`config.mk`:
```
export PLATFORM = sky130hd
export DESIGN_NAME = branch_redirect_unit
export DESIGN_NICKNAME = d
export VERILOG_FILES = /design/src/rtl/branch_redirect_unit.sv
export SDC_FILE = /design/constraint.sdc
export NUM_CORES = 1
export LEC_CHECK = 0
export BUFFER_PORTS_ARGS = -buffer_cell sky130_fd_sc_hd__buf_2
export CAP_MARGIN = 20
export CORE_MARGIN = 10
export CORE_UTILIZATION = 36
export DETAILED_ROUTE_END_ITERATION = 8
export PLACE_DENSITY = 0.58
export SLEW_MARGIN = 10
export SYNTH_ARGS = -nofsm -noshare
export SYNTH_HDL_FRONTEND = slang
export SYNTH_SLANG_ARGS = --single-unit
```
`constraint.sdc`:
```
create_clock -name clk -period 3.91 [get_ports clk]
set_clock_uncertainty 0.1 [all_clocks]
set_input_delay 0.1955 -clock clk [delete_from_list [all_inputs] [get_ports clk]]
set_output_delay 0.1955 -clock clk [all_outputs]
set_load 0.005 [all_outputs]
```
`src/rtl/branch_redirect_unit.sv`:
```
// Fetch PC owner: advances by 4, redirects on EX-resolved taken branches and
// squashes the wrong path. Optional accepted/taken counters under BRANCH_STATS_EN.
//
// state  | meaning
// RUN    | normal fetch; EX branches are accepted
// SQUASH | flush window after a redirect; EX branches are wrong-path and ignored
module branch_redirect_unit #(
  parameter int unsigned         PC_WIDTH      = 64,
  parameter logic [PC_WIDTH-1:0] RESET_PC      = '0,
  parameter int unsigned         SQUASH_CYCLES = 2
) (
  input  logic                clk,
  input  logic                reset,
  input  logic                stall,
  input  logic                br_valid,
  input  logic                br_taken,
  input  logic [PC_WIDTH-1:0] br_target,
`ifdef BRANCH_STATS_EN
  output logic [31:0]         branch_count,
  output logic [31:0]         taken_count,
`endif
  output logic [PC_WIDTH-1:0] pc,
  output logic                redirect,
  output logic                flush_ifid,
  output logic                flush_idex
);

  typedef enum logic {RUN, SQUASH} state_t;

  localparam logic [1:0]          SQ_LOAD    = 2'(SQUASH_CYCLES - 1);
  localparam logic [PC_WIDTH-1:0] PC_STEP    = PC_WIDTH'(4);
  localparam logic [PC_WIDTH-1:0] ALIGN_MASK = ~PC_WIDTH'(1);

  state_t     state;
  logic [1:0] cnt;
  logic       take;

  // A branch only counts while in RUN; during SQUASH it is a wrong-path instruction.
  assign take = (state == RUN) && br_valid && br_taken;

  always_ff @(posedge clk) begin
    if (!reset) begin
      state      <= RUN;
      cnt        <= '0;
      pc         <= RESET_PC;
      redirect   <= 1'b0;
      flush_ifid <= 1'b0;
      flush_idex <= 1'b0;
    end else begin
      redirect <= 1'b0;
      if (state == RUN) begin
        if (take) begin
          pc         <= br_target & ALIGN_MASK;
          redirect   <= 1'b1;
          flush_ifid <= 1'b1;
          flush_idex <= 1'b1;
          cnt        <= SQ_LOAD;
          state      <= SQUASH;
        end else begin
          if (!stall) pc <= pc + PC_STEP;
          flush_ifid <= 1'b0;
          flush_idex <= 1'b0;
        end
      end else begin
        pc <= pc + PC_STEP;
        if (cnt != 2'd0) begin
          cnt <= cnt - 2'd1;
        end else begin
          flush_ifid <= 1'b0;
          flush_idex <= 1'b0;
          state      <= RUN;
        end
      end
    end
  end

`ifdef BRANCH_STATS_EN
  always_ff @(posedge clk) begin
    if (!reset) begin
      branch_count <= '0;
      taken_count  <= '0;
    end else if (state == RUN && br_valid) begin
      branch_count <= branch_count + 32'd1;
      if (br_taken) taken_count <= taken_count + 32'd1;
    end
  end
`endif

endmodule

```
### After elaboration in Yosys (flattened, before gate mapping)

Index checks and enable logic that the tools add are counted.
Widths: inputs -> output; s select.

* input port bits: 69
* memory bits (read-only): 0
* output and inout port bits: 67
* bits in writable memories: 0
* memories kept: 0
* latch bits: 0
* register bits: 69
* logic and storage cells: 29

* order comparisons: 0
* bitwise operators: 2
* equality and inequality tests: 3
* multipliers: 0
* divide/modulo/power cells: 0
* mux-type cells: 11
* add/sub/neg operators: 2
* reduce and logical (&&, ||, !) cells: 6
* shift operators: 0

Operators with widths (number)
* $mux 64: 3
* $add 64x3->64 const B: 1
* $mux 2: 3
* $mux 1: 5
* $reduce_bool 2->1: 2
* $ne 3x1->1 const B: 1
* $logic_and 1x1->1: 2
* $ne 2x1->1 const B: 1
* $ne 2x2->1 const B: 1
* $not 1->1: 2
* $reduce_and 2->1: 1
* $reduce_or 2->1: 1
* $sub 2x1->2 const B: 1

### Longest topological paths before layout

* depth in word-level cells: 5
* mapped depth: 7
* gate-level depth less buffers: 6

### Worst setup path after synthesis

Ideal clock, no wire load.

* path type: flip-flop to flip-flop
* from: reg pc[18]
* to: reg pc[53]
* period minus slack after synthesis: 2.071 ns
* setup time: 0.074 ns
* buffers on the path: 1
* arrival: 1.897 ns
* stages on the path, launching flop included: 7
* setup slack: 1.839 ns
* required time: 3.736 ns
* cells stage by stage: dfxtp_1 > nand4_2 > nor4_4 > nand4_1 > buf_2 > or4_1 > a31oi_1

* cells in the longest elaborated chain, start to end: 4

RTL lines
* from (decl): line 22 `output logic [PC_WIDTH-1:0] pc,`
* from (signal assigned): line 53 `pc <= br_target & ALIGN_MASK;`
* from (signal assigned): line 60 `if (!stall) pc <= pc + PC_STEP;`
* from (signal assigned): line 65 `pc <= pc + PC_STEP;`
* $add 64x3->64 *: line 60, 65
* $mux 64: line 60
* $mux 64: line 52 `if (take) begin`
* $mux 64 *: line 51 `if (state == RUN) begin`

Every way passes the cells marked *; elsewhere a longest branch is shown, timed or not. The select of a mux whose other input is x is not followed.
A chain may end at the register's enable or synchronous reset.

### Final worst setup path

* from: reg pc[4]
* to: reg pc[49]

Same word-level chain as after synthesis.

==> results.txt <==
* Arrival time reported for the critical path endpoint: 2.90 ns
- In the detailed route, the total length drawn on met2 is 7270 um.
- TritonCTS built the clock tree.
* Top Metal Used: met4
* Total power divided by cell area: about 360 nW/um^2
* Ports: 136
* H-tree depth reported by CTS: 3
- For the worst setup path, the data required time is 4.04 ns.
- In the final layout, the share of cells above drive strength 1 is 25.7%.
- Post-detail-place hpwl: 11,300 um
- Total Negative Setup Slacks: 0 ns
* Final Hold Vio Count: 0
- The max-slew violation total from the final report was 0.
- Length of routed wiring on met1: 6870 um
* Area Growth Syn to Fin: 25.8%
- Longest Clk Path Bufs: 2
- Async set-reset flop share out of synthesis: 0%
* Crit-path max FO: 11
- Met3 Wirelength: around 1100 um
* Number of nets in the final layout: 727
- Of the synthesized area, sequential elements account for 32.5%.
- Among all cell types in the netlist, the one instantiated most often is sky130_fd_sc_hd__dfxtp_1.
- Total number of yosys warnings: 0
- For the pin with the worst max-slew slack, the measured transition is 0.950 ns.
- Final core area utilization: between 40 and 50%
- Wire length of the first global-routing pass: around 25,000 um
* DRC viols: 0
- Syn Inst Count: 538
- Max-Cap Viols: 0
- Final RePlAce weighted congestion: around 0.88
- At the placement stage, the worst setup path has a slack of 1.15 ns.
- The root buffer cell chosen for the clock tree is sky130_fd_sc_hd__clkbuf_16.
* Post-placement cell count: 784
- Clock period minus final worst setup slack: 2.77 ns
- In this run, CTS created clock tree buffers numbering 9.
* First-pass iteration count of the detailed router: 6
- Die width: roughly 130 um
* Period utilisation layout: 70.9%
- Synthesized area per cell: 7.77 um^2
- Kind of path behind the tightest hold check: input port to register
* Area of the multi-input gates: 2650 um^2
- Routed WL per cell: 19.3 um
- Unrepaired setup endpoints after global routing: no
- Total wire length: 15,500 um
* Synth area leaders: sky130_fd_sc_hd__dfxtp_1, sky130_fd_sc_hd__nand3_1, sky130_fd_sc_hd__nand2_1
* Outcome: finished clean
* All-Layer GR Usage: between 10% and 20%
* Synthesis-stage register bit count: 68
- Top cells by count, synth: sky130_fd_sc_hd__dfxtp_1, sky130_fd_sc_hd__nand2_1, sky130_fd_sc_hd__nand3_1
- Total overflow reported by the global router: 0
* Reg clk slew, reported paths: 0.06 ns
* Rel. slew slack: 36.7%
- The sequential cells in the finished layout cover a total of 1360 um^2.
- The die covers 16,300 um^2.
- Main flop type after synthesis: sky130_fd_sc_hd__dfxtp_1
* Cell Area, Synth: 4180 um^2
- Post-CTS setup-driven buffer insertion count: 0
- The netlist uses 62 different library cells.
- In this run the standard cell core region covers about 11,000 um^2.
* Number of global-route vias before repair: 4,758
* Setup slack after layout: 1.14 ns
* Count of flip-flops with a built-in enable after synthesis: 0
* Clock insertion delay at the later pin of the skew report: 0.34 ns
* Post-route non-filler standard cell count: 804
* Antenna violations before repair: 0
- Input and output buffers added on the ports amount to 133.
- The analysis attributes to cell leakage a power of 2.05 nW.
* Drt via density: 5.99
* Number of endpoints failing setup at the final stage: 0
* Initial DRC count: 552
- Via total after detailed routing: approximately 4,800
- STA classifies the critical path startpoint as a register.
- VDD sags by at most approximately 0.19 mV.
* Number of nets produced by synthesis: 609
- Fill cells in the final layout number about 1,200.
- Of the post-synthesis cell area, the dominant cell type holds 32.5%.
- The design draws 1.89 mW.
* Chip height: 128 um
* Total number of placement rows: 39
* Effective utilization at floorplan: between 30% and 40%
- Antenna viol nets, final: 0
* Crit Path Category: register to register
* Largest net degree at the start of global routing: 53
- Highest Clock Rate: between 300 and 400 MHz
- The synthesized design spends more area on one cell type than any other, namely sky130_fd_sc_hd__dfxtp_1.
* Inserted Diodes: 0
- Clock Sink Count: 68
- The worst setup path is captured at a register.
## layout by cell type, fill, tap and decap left out, types with 15 or more instances in the layout
cell type / n
sky130_fd_sc_hd__nor2_1: 35
sky130_fd_sc_hd__o21ai_0: 28
sky130_fd_sc_hd__nand2_1: 49
sky130_fd_sc_hd__dfxtp_1: 68
sky130_fd_sc_hd__nand3_1: 42
sky130_fd_sc_hd__nand4_1: 28
sky130_fd_sc_hd__a31oi_1: 24
sky130_fd_sc_hd__a22oi_1: 16
sky130_fd_sc_hd__buf_2: 133
sky130_fd_sc_hd__a211oi_1: 15
sky130_fd_sc_hd__a21oi_1: 22
## per-layer routing
metal | up-vias | track usage (%)
met5 | - | 0
met4 | 0 | 6.36
met3 | 20 | 5.13
met2 | 171 | 29.5
met1 | 2311 | 23.9
li1 | 2316 | -
## critical path, stage by stage, from the launching register on
cell,delay [ns]
sky130_fd_sc_hd__dfxtp_1,0.45
sky130_fd_sc_hd__nand3_1,0.32
sky130_fd_sc_hd__nor2_2,0.43
sky130_fd_sc_hd__nand4_1,0.49
sky130_fd_sc_hd__or4_1,0.65
sky130_fd_sc_hd__o211a_1,0.22
## cells by family (layout without fill, tap and decap cells)
logic type,after synthesis,count (layout),synth area share [%]
compound gates,159,159,25.7
xor+xnor,20,20,4.19
fa+ha+maj,2,2,0.598
buf+inv,44,167,4.31
flops,68,68,32.5
mux,3,3,0.748
other cells,1,1,0.0897
simple gates,241,241,31.8
## cell type report
| class | count | share of cell area, % |
|---|---|---|
| clock buffer | 15 | 5.28 |
| multi-input combinational | 426 | 50.3 |
| sequential | 68 | 25.9 |
| timing repair buffer | 145 | 14.6 |
| inverter | 6 | 0.428 |
| clock inverter | 1 | 0.0951 |
| tap | 143 | 3.40 |
## flip-flops by register name, summed over array words and instances (netlist names)
| register | flops |
|---|---|
| cnt | 2 |
| flush_idex | 1 |
| pc | 63 |
| redirect | 1 |
| state | 1 |
## report_power, final
group,internal (mW),switching (mW)
Clock,0.482,0.313
Sequential,0.742,0.0744
Combinational,0.127,0.153
Total,1.35,0.540
## through the flow
step / hold slack [ns] / area, um^2
2_1_floorplan: 0.205 / 4180
3_3_place_gp: 0.308 / 4930
3_5_place_dp: 0.301 / 4930
4_1_cts: 0.00297 / 5250
5_1_grt: 0.0131 / 5260
6_report: 0.00915 / 5260
## worst paths after layout
path,to,cells past startpoint,slack [ns],startpoint
setup / recovery,pc[49],5,1.14,pc[4]
hold / removal,pc[1],3,0.009,br_target[1]
setup reg to reg,pc[49],5,1.14,pc[4]
hold reg to reg,pc[1],2,0.37,pc[1]
## timing repair
action | CTS | global route
setup endpoints to repair | 0 | 0
resized for setup | 0 | 0
endpoints found under the hold margin | 3 | 0
hold buffers | 3 | 0
Note: power is estimated with default switching activity, not from simulation.
